===== config.mk =====
export PLATFORM = sky130hd
export DESIGN_NAME = switch_nport_mc
export DESIGN_NICKNAME = d
export VERILOG_FILES = /design/src/rtl/switch_nport_mc.sv
export SDC_FILE = /design/constraint.sdc
export NUM_CORES = 1
export LEC_CHECK = 0
export ABC_AREA = 1
export BUFFER_PORTS_ARGS = -buffer_cell sky130_fd_sc_hd__buf_2
export CAP_MARGIN = 10
export CORE_ASPECT_RATIO = 1.4
export CORE_UTILIZATION = 40
export DETAILED_ROUTE_END_ITERATION = 10
export GPL_TIMING_DRIVEN = 0
export HOLD_SLACK_MARGIN = 0.15
export PLACE_DENSITY = 0.67
export SETUP_SLACK_MARGIN = 0.05
export SYNTH_ARGS = -nofsm -noshare
export SYNTH_HDL_FRONTEND = slang
export SYNTH_SLANG_ARGS = --single-unit

===== constraint.sdc =====
create_clock -name clk -period 3.8 [get_ports clk]
set_input_delay 0.38 -clock clk [delete_from_list [all_inputs] [get_ports clk]]
set_output_delay 0.38 -clock clk [all_outputs]
set_load 0.03 [all_outputs]

===== src/rtl/switch_nport_mc.sv =====
// N-port single-beat packet switch: per-input FIFOs, all-or-nothing multicast delivery,
// round-robin priority with output reservation, ready/valid on every port.
module switch_nport_mc #(
  parameter int unsigned NUM_PORTS  = 4,
  parameter int unsigned DATA_W     = 8,
  parameter int unsigned FIFO_DEPTH = 4
) (
  input  logic                           clk,
  input  logic                           rst,
  input  logic [NUM_PORTS-1:0]           in_valid,
  output logic [NUM_PORTS-1:0]           in_ready,
  input  logic [NUM_PORTS*NUM_PORTS-1:0] in_src,
  input  logic [NUM_PORTS*NUM_PORTS-1:0] in_tgt,
  input  logic [NUM_PORTS*DATA_W-1:0]    in_data,
  output logic [NUM_PORTS-1:0]           out_valid,
  input  logic [NUM_PORTS-1:0]           out_ready,
  output logic [NUM_PORTS*NUM_PORTS-1:0] out_src,
  output logic [NUM_PORTS*DATA_W-1:0]    out_data,
  output logic [NUM_PORTS-1:0]           drop_pulse
);
  localparam int unsigned N  = NUM_PORTS;
  localparam int unsigned PW = $clog2(NUM_PORTS);
  localparam int unsigned AW = $clog2(FIFO_DEPTH);

  typedef struct packed {
    logic [N-1:0]      src;
    logic [N-1:0]      tgt;
    logic [DATA_W-1:0] data;
  } pkt_t;

  pkt_t              mem    [N][FIFO_DEPTH];
  logic [AW:0]       wr_ptr [N];
  logic [AW:0]       rd_ptr [N];
  pkt_t              head   [N];
  logic [PW-1:0]     rr_ptr;
  logic [N-1:0]      empty, full, push, free, grant, drop;
  logic [N-1:0]      claimed, resv, load;
  logic [PW-1:0]     prio, idx;
  logic              prio_vld;
  logic [PW:0]       sum;
  logic [N-1:0]      load_src  [N];
  logic [DATA_W-1:0] load_data [N];

  // FIFO heads and occupancy flags (extra wrap bit distinguishes full from empty)
  always_comb begin
    for (int i = 0; i < N; i++) begin
      head[i]  = mem[i][rd_ptr[i][AW-1:0]];
      empty[i] = (wr_ptr[i] == rd_ptr[i]);
      full[i]  = (wr_ptr[i][AW] != rd_ptr[i][AW]) &&
                 (wr_ptr[i][AW-1:0] == rd_ptr[i][AW-1:0]);
    end
  end

  assign in_ready   = ~full & {N{~rst}};
  assign push       = in_valid & in_ready;
  assign free       = ~out_valid | out_ready;
  assign drop_pulse = drop & {N{~rst}};

  // Scan from rr_ptr; the first non-empty head is the priority input and reserves its outputs
  always_comb begin
    grant    = '0;
    claimed  = '0;
    resv     = '0;
    prio     = '0;
    prio_vld = 1'b0;
    idx      = '0;
    sum      = '0;
    for (int k = 0; k < N; k++) begin
      sum = {1'b0, rr_ptr} + (PW+1)'(k);
      if (sum >= (PW+1)'(N)) sum = sum - (PW+1)'(N);
      idx = sum[PW-1:0];
      if (!empty[idx]) begin
        if (!prio_vld) begin
          prio_vld = 1'b1;
          prio     = idx;
          resv     = head[idx].tgt;
        end
        if (((head[idx].tgt & ~free) == '0) &&
            ((head[idx].tgt & claimed) == '0) &&
            ((idx == prio) || ((head[idx].tgt & resv) == '0))) begin
          grant[idx] = 1'b1;
          claimed    = claimed | head[idx].tgt;
        end
      end
    end
  end

  // Fan granted heads out to every targeted output; an empty mask is a drop
  always_comb begin
    load = '0;
    drop = '0;
    for (int j = 0; j < N; j++) begin
      load_src[j]  = '0;
      load_data[j] = '0;
    end
    for (int i = 0; i < N; i++) begin
      if (grant[i]) begin
        if (head[i].tgt == '0) drop[i] = 1'b1;
        for (int j = 0; j < N; j++) begin
          if (head[i].tgt[j]) begin
            load[j]      = 1'b1;
            load_src[j]  = head[i].src;
            load_data[j] = head[i].data;
          end
        end
      end
    end
  end

  // FIFO storage; loopback bit stripped on entry
  always_ff @(posedge clk) begin
    for (int i = 0; i < N; i++) begin
      if (push[i]) begin
        mem[i][wr_ptr[i][AW-1:0]] <= {in_src[i*N +: N],
                                      in_tgt[i*N +: N] & ~(N'(1) << i),
                                      in_data[i*DATA_W +: DATA_W]};
      end
    end
  end

  always_ff @(posedge clk) begin
    if (rst) begin
      for (int i = 0; i < N; i++) begin
        wr_ptr[i] <= '0;
        rd_ptr[i] <= '0;
      end
      rr_ptr    <= '0;
      out_valid <= '0;
      out_src   <= '0;
      out_data  <= '0;
    end else begin
      for (int i = 0; i < N; i++) begin
        if (push[i])  wr_ptr[i] <= wr_ptr[i] + (AW+1)'(1);
        if (grant[i]) rd_ptr[i] <= rd_ptr[i] + (AW+1)'(1);
      end
      for (int j = 0; j < N; j++) begin
        if (load[j]) begin
          out_valid[j]                  <= 1'b1;
          out_src[j*N +: N]             <= load_src[j];
          out_data[j*DATA_W +: DATA_W]  <= load_data[j];
        end else if (out_ready[j]) begin
          out_valid[j] <= 1'b0;
        end
      end
      if (prio_vld && grant[prio]) begin
        rr_ptr <= (prio == PW'(N-1)) ? '0 : prio + PW'(1);
      end
    end
  end
endmodule

==> metrics.csv, run 1 <==
metric;value;unit
die_w;170;um
postSynthCellCount;1701;
cts_buffer_depth;3;
yosys.area_share.simple;25.0;%
rows;85;
synth_edf_count;264;
holdWs;0.285;ns
rrSetupSlack;-0.55;ns
cp_common_cell;nand2_4;
grt_use_total;24.9;%
dp_hpwl;35600;um
initial_core_util;40.9;%
drtAntennaViolNets;0;
synth-compound-area-share;8.59;%
fin_crit_sh;123;%
diodes;0;
crit_fanout;5;
ys_ff_latch;318;
yosys.area_share.xor_xnor;1.22;%
fp.dieH;237;um
grt_setup_unrepaired;yes;
tightest_slew;0.968;ns
grt_pass1_vias;13400;
postSynthAreaPerCell;9.30;um^2
synth_commonest_cells;nand2_1, edfxtp_1, nor2_1, nand3_1, inv_1;
crit_chain;buf_4 -> xnor2_2 -> nand4_1 -> nand3_4 -> nand2_8 -> ha_4 -> or2_4 -> nand3_4 -> nand2_4 -> nand4_1 -> a21oi_2 -> nor2_4 -> nand2_4 -> o21bai_4 -> a21oi_4 -> buf_6 -> nand3_4 -> nand2_4 -> buf_8 -> buf_8 -> nand2_4 -> nor4_4 -> buf_4;
yosys.area.top_type;edfxtp_1;
path_class;register to output port;
yosys.cell_count.top_type;nand2_1;
crit_arrival;4.29;ns
required;3.42;ns
period_needed;4.67;ns
r2r_start;rd_ptr[2][0];
syn_to_final_growth;30.9;%
fin_nets;2118;
vias;13500;
cts_root_buf;clkbuf_16;
io_buffer_count;128;
viasPerCell;5.29;
coreArea;0.0387;mm^2
grt_start_max_net_pins;17;
worstSetupStartpointType;register;
grt-ovfl-total;0;
synth_top_family_by_area;simple AND/OR/NAND/NOR gates;
hold_start;out_ready[3];
max_freq;214;MHz
numClockSinks;318;
r2r_end;out_src[2];
max_stage_delay;0.39;ns
hold_viol;0;
grt_pass1_wl;76300;um
synth.area.top_cells;edfxtp_1, nand2_1, dfxtp_1;
synthAdderAreaFrac;2.21;%
finalWorstSetupSlack;-0.874;ns
finalWirelength;50100;um
wl_per_cell;19.6;um
cp-end-kind;output port;
cap_violations;0;
violations;negative setup slack;
clk_latency;0.59;ns
drt_iter0_drc;1054;
synthDistinctLibCells;47;
die-area;0.0404;mm^2
first_pass_iters;6;
yosysWarnings;0;
cts_inserted_buffers;30;
ioPinCount;134;
yosysTopAreaCellShare;50.1;%
startpoint;rd_ptr[2][0];
worst_setup_path_endpoint;drop_pulse[1];
layout-drive-gt1-share;26.6;%
antenna_found_initial;0;
synth-main-ff-cell;edfxtp_1;
fin_skew;0.0341;ns
syn_area;0.0158;mm^2
slew_headroom;35.4;%
muxShareOfSynthArea;0.127;%
drv_slew;0;
clkSlewWorstSetupHoldPaths;0.06;ns
reg2reg_depth;29;
htreeDepth;1;
async_flop_share;0;%
status;finished with violations;
cts_tree;built;
hp-class;input port to register;
gp_congestion;0.942;
syn-num-nets;1803;
setup_viol;73;
route.detailed.drc;0;
synth_seq_area_share;56.9;%
cpMaxStageDelayCell;edfxtp_1;
-- layer usage --
metal  GRT usage, %  vias up  part of all wire (%)
li1               -     6435                     -
met1           29.9     6473                    39
met2           43.5      496                    51
met3           2.43      142                   5.0
met4           14.0        0                   5.4
met5              0        -                     0
-- worst max-delay path, delay by kind of cell (launching register included) --
family | cells | cell delay [ns]
compound gates | 3 | 0.47
xor+xnor | 1 | 0.27
fa+ha+maj | 1 | 0.27
buf+inv | 5 | 0.71
flops | 1 | 0.39
simple gates | 13 | 1.61
-- logic make-up after synthesis --
kind of cell | count (synthesis)
compound gates | 223
buf+inv | 208
flops | 318
fa+ha+maj | 28
mux | 2
simple gates | 900
xor+xnor | 22
-- cell type report --
class	instances	area, um^2
tap	522	653
clock buffer	31	754
inverter	121	507
multi-input combinational	1175	6680
timing repair buffer	283	2090
clock inverter	25	335
fill	3522	18000
buffer	87	674
sequential	318	9020
-- sequential cells by signal, indices dropped and copies added (netlist names) --
signal,flops
rr_ptr,2
wr_ptr,12
out_src,16
out_valid,4
rd_ptr,12
mem,240
out_data,32
-- through the flow --
stage               area, um^2  cells  utilization [%]  setup slack [ns]  TNS (ns)
finish                   20700   2562             53.5            -0.874    -25.83
CTS                      20200   2534             52.3            -0.854    -13.36
global placement         17300   2351             44.7            -0.999    -45.84
floorplan                16000   1701                -           -0.0603   -0.0658
detailed placement       17300   2353             44.8             -1.07    -49.93
global route             20700   2562             53.5             -1.06    -43.73
-- worst min-delay path by stage --
| stage | slack, ns | end | depth (start not counted) |
|---|---|---|---|
| after floorplan | 0.48 | mem[0][0] | 0 |
| after global placement | 0.46 | out_src[4] | 2 |
| after global routing | 0.28 | out_valid[3] | 4 |
| final | 0.28 | out_valid[3] | 4 |
| after detailed placement | 0.46 | out_src[7] | 2 |
| after CTS | 0.27 | out_valid[3] | 4 |
-- repair_timing --
action,4_1_cts,5_1_grt
endpoints found under the setup margin,82,82
buffers inserted,59,28
hold buffers,60,0
endpoints found under the hold margin,240,0
cloned,6,0
gates resized for setup,166,64
pin swaps,41,41
-- cells in the final DEF, fill, tap and decap left out, types with 29 or more instances in the layout --
cell type / n
nand3_1: 117
nor2_1: 189
nand2_2: 29
a21oi_1: 58
dfxtp_1: 52
clkbuf_16: 31
nand4_1: 37
nor2_2: 31
inv_1: 94
buf_2: 129
o22ai_1: 30
edfxtp_1: 264
buf_4: 93
nand2_1: 402
buf_6: 37
nand3_2: 30
dlygate4sd3_1: 60
clkbuf_1: 34
o21ai_0: 73
Power of run 1 is not shown: default switching activity piles up to over one toggle a cycle in this logic, so the estimate is an artifact.
==> run 2, diff against run 1 <==
Settings changed: CAP_MARGIN 10 to not set, PLACE_DENSITY 0.67 to 0.62.
==> run 2 against run 1 <==
Net effect:
- the run still ends with negative setup slack left
- wire length rose by 0.92%
- design area rose by 2.9%
- critical path depth rose by 2
- flip-flop and latch count did not move
- register-to-register slack got worse by 0.25 ns
- first-iteration DRC count fell by 3.7%
- worst setup slack got worse by 0.21 ns
- critical endpoint unchanged
- largest cell class unchanged
- die area did not move
- via count rose by 0.34%
==> metrics.csv, run 2 (synthesized netlist as in run 1, its figures left out) <==
metric;value;unit
cpLargestDelayFamily;simple AND/OR/NAND/NOR gates;
cts_buffer_depth;3;
holdWs;0.241;ns
route.detailed.drc;0;
rrSetupSlack;-0.80;ns
vias;13600;
htreeDepth;1;
drv_slew;0;
cp_num_cells;25;
finalWorstSetupSlack;-1.08;ns
worstSetupStartpointType;register;
fp.dieH;237;um
grt_setup_unrepaired;yes;
numClockSinks;318;
grt_pass1_wl;75700;um
fin_crit_sh;128;%
wl_per_cell;19.6;um
drt_iter0_drc;1015;
fin_nets;2136;
path_buf_inv;5;
path_class;register to output port;
die_w;170;um
startpoint;rd_ptr[0][0];
status;finished with violations;
antenna_found_initial;0;
hp-class;input port to register;
clkSlewWorstSetupHoldPaths;0.07;ns
cts_tree;built;
setup_viol;74;
cap_violations;0;
drtAntennaViolNets;0;
grt_use_total;24.8;%
io_buffer_count;128;
clk_latency;0.60;ns
rows;85;
cts_inserted_buffers;30;
viasPerCell;5.27;
period_needed;4.88;ns
final_cell_mix;nand2_1, edfxtp_1, nor2_1, buf_2, nand3_1;
tightest_slew;1.13;ns
dp.cells;2355;
dp_hpwl;35400;um
grt_start_max_net_pins;17;
cp-end-kind;output port;
required;3.42;ns
gp_congestion;0.918;
worst_setup_path_endpoint;drop_pulse[1];
r2r_end;out_data[15];
cts_root_buf;clkbuf_16;
largest_register_ffs;240;
cpMaxStageDelayCell;edfxtp_1;
grt_pass1_vias;13300;
die-area;0.0404;mm^2
max_stage_delay;0.51;ns
syn_to_final_growth;34.7;%
violations;negative setup slack;
crit_arrival;4.50;ns
slew_headroom;24.9;%
crit_fanout;6;
finalWirelength;50600;um
coreArea;0.0387;mm^2
final.fill_count;3385;
fin_skew;0.0280;ns
initial_core_util;40.9;%
layout-drive-gt1-share;30.3;%
grt-ovfl-total;0;
diodes;0;
r2r_start;rd_ptr[0][0];
layout.cells.non_filler;2578;
mostFrequentLayoutCell;nand2_1;
reg2reg_depth;36;
first_pass_iters;5;
max_freq;205;MHz
cp_common_cell;nand3_4;
hold_viol;0;
ioPinCount;134;
## run 2: cell types whose count changed in the layout (fill, tap and decap cells not counted), sizes merged
cell / change
buf: +17
bufbuf: -1
bufinv: -4
clkbuf: +10
clkinvlp: -3
inv: -3
## run 2: per-stage QoR
step	TNS, ns	utilization, %	area, um^2	setup WS, ns
2_1_floorplan	-0.0658	-	16000	-0.0603
3_3_place_gp	-47.16	44.7	17300	-0.999
3_5_place_dp	-48.20	44.9	17400	-1.01
4_1_cts	-29.14	52.8	20400	-0.968
5_1_grt	-58.16	55.0	21300	-1.20
6_report	-43.27	55.0	21300	-1.08
## run 2: final cells by class
cell class	count	area [um^2]	area share, %
inverter	121	520	2.44
sequential	318	9020	42.3
clock inverter	15	181	0.852
multi-input combinational	1175	7050	33.1
clock buffer	39	785	3.68
tap	522	653	3.07
timing repair buffer	301	2370	11.1
buffer	87	723	3.40
## run 2: layer usage
metal	wire, um	track usage, %
met4	2590	12.7
met2	25700	43.7
met1	20000	30.0
met3	2260	2.21
met5	0	0
## run 2: worst min-delay path, stage by stage
cell and delay [ns]:
buf_2 0.08, nor2_1 0.14, nor2_2 0.14, nor2_1 0.04
## run 2: worst min-delay path by stage
stage                 startpoint            to  slack (ns)  depth (start not counted)
floorplan             in_data[0]     mem[0][0]        0.48                          0
global placement      out_src[4]    out_src[4]        0.45                          2
detailed placement    out_src[4]    out_src[4]        0.46                          2
CTS                 out_ready[3]  out_valid[3]        0.23                          4
global route        out_ready[3]  out_valid[3]        0.25                          4
finish              out_ready[3]  out_valid[3]        0.24                          4
## run 2: what timing repair did
action | 4_1_cts | 5_1_grt
gates resized for setup | 208 | 152
hold buffers | 60 | 0
endpoints found under the setup margin | 82 | 77
buffers inserted | 77 | 26
pin swaps | 50 | 70
cloned | 3 | 4
hold endpoints to repair | 240 | 0
Power of run 2 is left out for the same reason.
